<file path="src/rtl/conv_pkg.sv">
// Shared state encoding, sizing helpers and pipeline latency for the systolic
// convolution engine.
package conv_pkg;

  typedef enum logic [1:0] {
    IDLE  = 2'd0,
    RUN   = 2'd1,
    DRAIN = 2'd2,
    DONE  = 2'd3
  } conv_state_e;

  // Window register -> product register -> sum register.
  localparam int CONV_LAT = 3;

  function automatic int acc_w(input int data_size, input int k);
    return 2 * data_size + 1 + $clog2(k * k);
  endfunction

  function automatic int wa_w(input int n, input int k);
    return $clog2(n * k * k);
  endfunction

endpackage

</file>
<file path="src/rtl/conv_window_gen.sv">
// Raster-order window generator: K-1 line buffers, a KxK window shift array and
// row/col counters that advance only on accepted pixels.
module conv_window_gen
  import conv_pkg::*;
#(
  parameter int IMG_WIDTH   = 8,
  parameter int IMG_HEIGHT  = 8,
  parameter int DATA_SIZE   = 8,
  parameter int KERNEL_SIZE = 3
) (
  input  logic                                              clk,
  input  logic                                              rst,
  input  logic                                              pix_valid_i,
  input  logic [DATA_SIZE-1:0]                              pix_i,
  output logic [KERNEL_SIZE*KERNEL_SIZE*DATA_SIZE-1:0]      window_o,
  output logic                                              window_valid_o
);

  localparam int K  = KERNEL_SIZE;
  localparam int CW = $clog2(IMG_WIDTH);
  localparam int RW = $clog2(IMG_HEIGHT);
  localparam logic [CW-1:0] COL_LAST  = CW'(IMG_WIDTH - 1);
  localparam logic [RW-1:0] ROW_LAST  = RW'(IMG_HEIGHT - 1);
  localparam logic [CW-1:0] COL_FIRST = CW'(K - 1);
  localparam logic [RW-1:0] ROW_FIRST = RW'(K - 1);

  logic [CW-1:0]        col_q;
  logic [RW-1:0]        row_q;
  logic                 window_valid_q;
  // lb_q[m] holds the row m+1 above the one currently streaming in.
  logic [DATA_SIZE-1:0] lb_q [K-1][IMG_WIDTH];
  // col_pix[m] is the pixel m rows above the incoming one, same column.
  logic [DATA_SIZE-1:0] col_pix [K];

  always_comb begin
    col_pix[0] = pix_i;
    for (int m = 1; m < K; m++) begin
      col_pix[m] = lb_q[m-1][col_q];
    end
  end

  always_ff @(posedge clk or posedge rst) begin
    if (rst) begin
      for (int m = 0; m < K - 1; m++) begin
        for (int c = 0; c < IMG_WIDTH; c++) begin
          lb_q[m][c] <= '0;
        end
      end
    end else if (pix_valid_i) begin
      lb_q[0][col_q] <= pix_i;
      for (int m = 1; m < K - 1; m++) begin
        lb_q[m][col_q] <= lb_q[m-1][col_q];
      end
    end
  end

  always_ff @(posedge clk or posedge rst) begin
    if (rst) begin
      col_q          <= '0;
      row_q          <= '0;
      window_valid_q <= 1'b0;
    end else begin
      window_valid_q <= pix_valid_i && (row_q >= ROW_FIRST) && (col_q >= COL_FIRST);
      if (pix_valid_i) begin
        if (col_q == COL_LAST) begin
          col_q <= '0;
          row_q <= (row_q == ROW_LAST) ? '0 : row_q + 1'b1;
        end else begin
          col_q <= col_q + 1'b1;
        end
      end
    end
  end

  genvar gi, gj;
  generate
    for (gi = 0; gi < K; gi++) begin : g_row
      logic [DATA_SIZE-1:0] tap_q [K];

      // Window row gi is image row r-K+1+gi, i.e. K-1-gi rows above the input.
      always_ff @(posedge clk or posedge rst) begin
        if (rst) begin
          for (int j = 0; j < K; j++) begin
            tap_q[j] <= '0;
          end
        end else if (pix_valid_i) begin
          for (int j = 0; j < K - 1; j++) begin
            tap_q[j] <= tap_q[j+1];
          end
          tap_q[K-1] <= col_pix[K-1-gi];
        end
      end

      for (gj = 0; gj < K; gj++) begin : g_col
        assign window_o[(gi*K+gj)*DATA_SIZE +: DATA_SIZE] = tap_q[gj];
      end
    end
  endgenerate

  assign window_valid_o = window_valid_q;

endmodule

</file>
<file path="src/rtl/systolic_conv_engine.sv">
// Multi-kernel KxK valid-window convolution engine: FSM, weight store and MAC pipeline.
// Optional build macro SYSCONV_RELU_EN clamps negative sums to zero in the sum stage.
module systolic_conv_engine
  import conv_pkg::*;
#(
  parameter int IMG_WIDTH   = 8,
  parameter int IMG_HEIGHT  = 8,
  parameter int DATA_SIZE   = 8,
  parameter int KERNEL_SIZE = 3,
  parameter int NUM_KERNELS = 2,
  localparam int ACC_W      = acc_w(DATA_SIZE, KERNEL_SIZE),
  localparam int WA_W       = wa_w(NUM_KERNELS, KERNEL_SIZE)
) (
  input  logic                         clk,
  input  logic                         rst,
  input  logic                         k_wr_en,
  input  logic [WA_W-1:0]              k_wr_addr,
  input  logic [DATA_SIZE-1:0]         k_wr_data,
  input  logic                         start,
  input  logic [DATA_SIZE-1:0]         data_in,
  input  logic                         data_in_valid,
  output logic                         data_in_ready,
  output logic [NUM_KERNELS*ACC_W-1:0] data_out,
  output logic                         data_out_valid,
  output logic                         busy,
  output logic                         img_done
);

  localparam int K    = KERNEL_SIZE;
  localparam int KK   = K * K;
  localparam int NW   = NUM_KERNELS * KK;
  localparam int PW   = 2 * DATA_SIZE + 1;
  localparam int NPIX = IMG_WIDTH * IMG_HEIGHT;
  localparam int PCW  = $clog2(NPIX);
  localparam logic [PCW-1:0]  PIX_LAST   = PCW'(NPIX - 1);
  localparam logic [1:0]      DRAIN_LAST = 2'(CONV_LAT - 1);
  localparam logic [WA_W:0]   NW_L       = (WA_W + 1)'(NW);

  conv_state_e    state_q;
  logic [PCW-1:0] pix_cnt_q;
  logic [1:0]     drain_cnt_q;
  logic           ready_q;
  logic           busy_q;
  logic           done_q;
  logic           accept;

  assign accept = data_in_valid && ready_q;

  always_ff @(posedge clk or posedge rst) begin
    if (rst) begin
      state_q     <= IDLE;
      pix_cnt_q   <= '0;
      drain_cnt_q <= '0;
      ready_q     <= 1'b0;
      busy_q      <= 1'b0;
      done_q      <= 1'b0;
    end else begin
      done_q <= 1'b0;
      case (state_q)
        IDLE: begin
          if (start) begin
            state_q   <= RUN;
            ready_q   <= 1'b1;
            busy_q    <= 1'b1;
            pix_cnt_q <= '0;
          end
        end
        RUN: begin
          if (accept) begin
            if (pix_cnt_q == PIX_LAST) begin
              state_q     <= DRAIN;
              ready_q     <= 1'b0;
              pix_cnt_q   <= '0;
              drain_cnt_q <= '0;
            end else begin
              pix_cnt_q <= pix_cnt_q + 1'b1;
            end
          end
        end
        DRAIN: begin
          // Leaves once the last window has cleared the product and sum stages.
          if (drain_cnt_q == DRAIN_LAST) begin
            state_q <= DONE;
            done_q  <= 1'b1;
          end else begin
            drain_cnt_q <= drain_cnt_q + 1'b1;
          end
        end
        DONE: begin
          state_q <= IDLE;
          busy_q  <= 1'b0;
        end
        default: begin
          state_q <= IDLE;
          ready_q <= 1'b0;
          busy_q  <= 1'b0;
        end
      endcase
    end
  end

  assign data_in_ready = ready_q;
  assign busy          = busy_q;
  assign img_done      = done_q;

  logic signed [DATA_SIZE-1:0] w_q [NW];

  always_ff @(posedge clk or posedge rst) begin
    if (rst) begin
      for (int a = 0; a < NW; a++) begin
        w_q[a] <= '0;
      end
    end else if (k_wr_en && (state_q == IDLE) && ({1'b0, k_wr_addr} < NW_L)) begin
      w_q[k_wr_addr] <= k_wr_data;
    end
  end

  logic [KK*DATA_SIZE-1:0] window;
  logic                    win_vld;
  logic                    prod_vld_q;
  logic                    sum_vld_q;

  conv_window_gen #(
    .IMG_WIDTH  (IMG_WIDTH),
    .IMG_HEIGHT (IMG_HEIGHT),
    .DATA_SIZE  (DATA_SIZE),
    .KERNEL_SIZE(KERNEL_SIZE)
  ) u_window_gen (
    .clk           (clk),
    .rst           (rst),
    .pix_valid_i   (accept),
    .pix_i         (data_in),
    .window_o      (window),
    .window_valid_o(win_vld)
  );

  always_ff @(posedge clk or posedge rst) begin
    if (rst) begin
      prod_vld_q <= 1'b0;
      sum_vld_q  <= 1'b0;
    end else begin
      prod_vld_q <= win_vld;
      sum_vld_q  <= prod_vld_q;
    end
  end

  assign data_out_valid = sum_vld_q;

  genvar gi;
  generate
    for (gi = 0; gi < NUM_KERNELS; gi++) begin : g_kernel
      logic signed [PW-1:0]    prod_q [KK];
      logic signed [ACC_W-1:0] sum_d;
      logic signed [ACC_W-1:0] sum_q;

      // Pixels are unsigned, so a zero MSB makes them safe signed operands.
      always_ff @(posedge clk or posedge rst) begin
        if (rst) begin
          for (int t = 0; t < KK; t++) begin
            prod_q[t] <= '0;
          end
        end else if (win_vld) begin
          for (int t = 0; t < KK; t++) begin
            prod_q[t] <= $signed({1'b0, window[t*DATA_SIZE +: DATA_SIZE]}) * w_q[gi*KK + t];
          end
        end
      end

      always_comb begin
        sum_d = '0;
        for (int t = 0; t < KK; t++) begin
          sum_d = sum_d + {{(ACC_W-PW){prod_q[t][PW-1]}}, prod_q[t]};
        end
`ifdef SYSCONV_RELU_EN
        if (sum_d[ACC_W-1]) begin
          sum_d = '0;
        end
`endif
      end

      always_ff @(posedge clk or posedge rst) begin
        if (rst) begin
          sum_q <= '0;
        end else if (prod_vld_q) begin
          sum_q <= sum_d;
        end
      end

      assign data_out[gi*ACC_W +: ACC_W] = sum_q;
    end
  endgenerate

endmodule

</file>
<file path="config.mk">
export PLATFORM = sky130hd
export DESIGN_NAME = systolic_conv_engine
export DESIGN_NICKNAME = d
export VERILOG_FILES = /design/src/rtl/conv_pkg.sv /design/src/rtl/conv_window_gen.sv /design/src/rtl/systolic_conv_engine.sv
export SDC_FILE = /design/constraint.sdc
export NUM_CORES = 2
export LEC_CHECK = 0
export ABC_AREA = 1
export CAP_MARGIN = 20
export CORE_ASPECT_RATIO = 1.25
export CORE_MARGIN = 1.5
export CORE_UTILIZATION = 45
export CTS_BUF_LIST = sky130_fd_sc_hd__clkbuf_16
export DETAILED_ROUTE_END_ITERATION = 6
export DONT_BUFFER_PORTS = 1
export HOLD_SLACK_MARGIN = 0.1
export SETUP_SLACK_MARGIN = 0.3
export SLEW_MARGIN = 15
export SYNTH_ARGS = -nofsm -noshare
export SYNTH_HDL_FRONTEND = slang
export SYNTH_HIERARCHICAL = 1
export SYNTH_SLANG_ARGS = --single-unit
export TNS_END_PERCENT = 50
</file>
<file path="constraint.sdc">
create_clock -name clk -period 33.4 [get_ports clk]
set_input_delay 3.34 -clock clk [delete_from_list [all_inputs] [get_ports clk]]
set_output_delay 3.34 -clock clk [all_outputs]
set_load 0.03 [all_outputs]
</file>
==> impl_results.md <==
- Setup crit end kind: flip-flop
- Area share of the largest cell type after synthesis: about a quarter
- Worst path max stage delay: 690 ps
- Share of synthesized flip-flops with an asynchronous set or reset: between 90% and 100%
- Post-route DRC: 0
- Die span in x: 376 um
- Height of the die: 470 um
- Most frequent cells in the layout: nand2_1, inv_1, fa_1
- RSZ-0062 raised after global routing: no
- Mapped Cells: roughly 10k
- VDD IR-drop max: around 0.00012 V
- Root buf cell: clkbuf_16
- Final HPWL DP: 182 mm
- Vias: between 60k and 70k
- Period utilization: 16.9%
- R2R depth: 17
- Pwr Density: between 90 and 100 mW/mm^2
- DRT Pass-1 Iters: 6
- FF+latch count, synth: 714
- Filler instances: 17.2k
- Clock tree from TritonCTS: built
- Top delay family on crit path: buffers and inverters
- Setup ws final: 27740 ps
- Mapped Nets: 11.9k
- Clk buf depth: 3
- Crit path max-delay cell type: buf_4
- Post-cts gate resize count: 0
- Tot Pwr: 7.52 mW
- Starting Density: ~45%
- First-iteration detailed-routing DRC count: 4355
- Fmax: 177 MHz
- CORE AREA: 0.173 mm^2
- Largest net degree at the start of global routing: approximately 170
- Share of layout cells above drive strength 1: 2.94%
- Synth area leaders: fa_1, dfrtp_1, nand2_1
- Die footprint: about 0.18 mm^2
- Synth warn: 6
- CTS Hold Buffers Added: 0
- Final setup TNS: 0 ps
- Hold_ws: 481 ps
- Slew Limit Headroom: 23.6%
- Total wire length: 229 mm
- EDFF count, synth: 0
- Ys flop type: dfrtp_1
- DP Area: 0.0799 mm^2
- Global-route wire length before repair: roughly 360 mm
- All-Layer GR Usage: roughly a quarter
- Largest fanout on the critical path: 78
- Hold Crit Class: flip-flop to flip-flop
- Nets@finish: around 12k
- Clk sinks: 714
- RePlAce Congestion: slightly below 1
- Wire length per cell: 18.8 um
- Final setup fails: 0
- Worst setup SP type: input port
- Postcts setup bufs: 0
- Final instance area: a little over 0.08 mm^2
- Clock transition at path regs: 70 ps
- Min cycle time layout: 5660 ps
- Site Rows: about 170
- Netlist cell types: 44
- Max-Cap Viols: 0
- # placed instances: 12.0k
- Clk_lat worst skew: between 700 and 800 ps
- PortBufs: 0
- Via density per instance: 5.07
- Register-to-register setup slack: 28410 ps
- Commonest non-fill, non-tap cell in the layout: nand2_1
- Area grow syn2layout: 5.69%
- Critical R2R Capture: g_kernel[1].prod_q[84]$_DFFE_PP0P_
- Worst-Margin Slew: 1150 ps
- Hold Startpoint: g_kernel[0].prod_q[50]$_DFFE_PP0P_
- Dominant cell type by area after synthesis: fa_1
- Initial antenna violation count: 13
- Hold EP: g_kernel[0].prod_q[50]$_DFFE_PP0P_
- Crit path kind: input port to flip-flop
- Post-Place Setup Slack: 27040 ps
- # IOs: 72
- Crit-path most repeated cell: nand2_1
- Syn_area_per_cell: 7.77 um^2
- Vias in the first global route: 62.8k
- Crit path buf inv count: 4
- Final Slew Violations: 0
- H-tree depth: 3
- Required @ worst endpoint: 34060 ps
- Register area share after synthesis: 22.8%
- Outcome: complete, no violations
- Cells along the critical path: nand2_1, inv_2, buf_4, inv_4, nor2_2, nand2_1, inv_1, o21ai_0, nand2_1
- Worst r2r src: u_window_gen/window_o[32]$_DFFE_PP0P_
- Total grt overflow: 0
- Leakage: 49.6 nW
- Post-route ant nets: 0
- Worst EP arrival: 6310 ps
- Inserted Clock Buffers: 84
- Cell Count, Final, Fillers Out: 12.2k
- Synthesized area: ~0.08 mm^2
- Final Skew: between 40 and 50 ps
- Final Hold Vio Count: 0
- Layout Utilization: a little under half
- Hold path depth: 2
==> synthesized netlist by cell type (3+ instances only) <==
master    instances
nor3_1           31
and2_1            3
nor2_1          318
buf_1            14
buf_4             5
dfrtp_1         714
o211ai_1          4
nand3b_1         15
a21oi_1         182
inv_2             5
nand2_1        2852
xor2_1           40
o21ai_1          36
inv_1          2512
o22ai_1          12
buf_2            43
inv_4             4
nand4_1          71
nor2_8            3
xnor2_1          65
a21boi_0          4
o21ai_0         545
or2_2            21
nand4_2           4
o21bai_1         19
ha_1            828
a21o_1            7
nand3_2           8
nand3_1         386
a31oi_1          51
fa_1            910
nand2_2          17
o21ai_2          31
clkbuf_1        293
buf_6            21
nor2_2            4
==> layer usage <==
| metal | GRT usage (%) | wire [um] |
|---|---|---|
| met3 | 3.04 | 11700 |
| met2 | 44.8 | 110000 |
| met5 | 0 | 34 |
| met4 | 14.0 | 13900 |
| met1 | 33.0 | 92900 |
==> flip-flops by register name (all words and copies together), names as in the netlist, 2 cells and up <==
register               count
drain_cnt_q                2
w_q                      144
g_kernel.sum_q            42
state_q                    2
pix_cnt_q                  6
u_window_gen/lb_q        128
g_kernel.prod_q          306
u_window_gen/row_q         3
u_window_gen/window_o     72
u_window_gen/col_q         3
==> worst register-to-register path: cells and delay by family (launching register included) <==
family                   cells  cell delay (ps)
AO/OA/AOI/OAI                1              460
adder cells (fa/ha/maj)      5             2240
buffers and inverters        4              520
flip-flops                   1              940
AND/OR/NAND/NOR              7              730
==> final cells by class <==
type	instances	area, um^2	area share, %
sequential	714	17900	21.6
clock buffer	84	2100	2.54
inverter	2522	9500	11.5
timing repair buffer	46	358	0.432
clock inverter	72	793	0.958
antenna	1	2.50	0.00302
tap	2249	2810	3.40
multi-input combinational	6475	49400	59.6
==> cells by family after synthesis <==
logic type	share of synthesized area (%)
buffers and inverters	14.2
adders and majority gates	36.5
xor gates and xnor gates	1.17
AOI/OAI and AO/OA	6.07
and+or+nand+nor	19.3
DFF	22.8
==> power by group <==
part / leakage, nW / switching [mW] / internal (mW)
Combinational: 38.6 / 3.10 / 1.70
Clock: 1.42 / 0.431 / 0.541
Sequential: 9.52 / 0.596 / 1.16
==> worst max-delay path by stage <==
| stage | endpoint | cells past startpoint | start | slack [ps] |
|---|---|---|---|---|
| final | u_window_gen/lb_q[43]$_DFFE_PP0P_ | 9 | data_in_valid | 27740 |
| after global routing | u_window_gen/lb_q[46]$_DFFE_PP0P_ | 9 | data_in_valid | 27410 |
| after CTS | u_window_gen/lb_q[43]$_DFFE_PP0P_ | 9 | data_in_valid | 27780 |
| after detailed placement | u_window_gen/lb_q[43]$_DFFE_PP0P_ | 9 | data_in_valid | 27040 |
| after global placement | u_window_gen/lb_q[40]$_DFFE_PP0P_ | 9 | data_in_valid | 27100 |
| after floorplan | busy$_DFFE_PP0P_ | 1 | rst | 15900 |
Power figures use the tool's default switching activity.
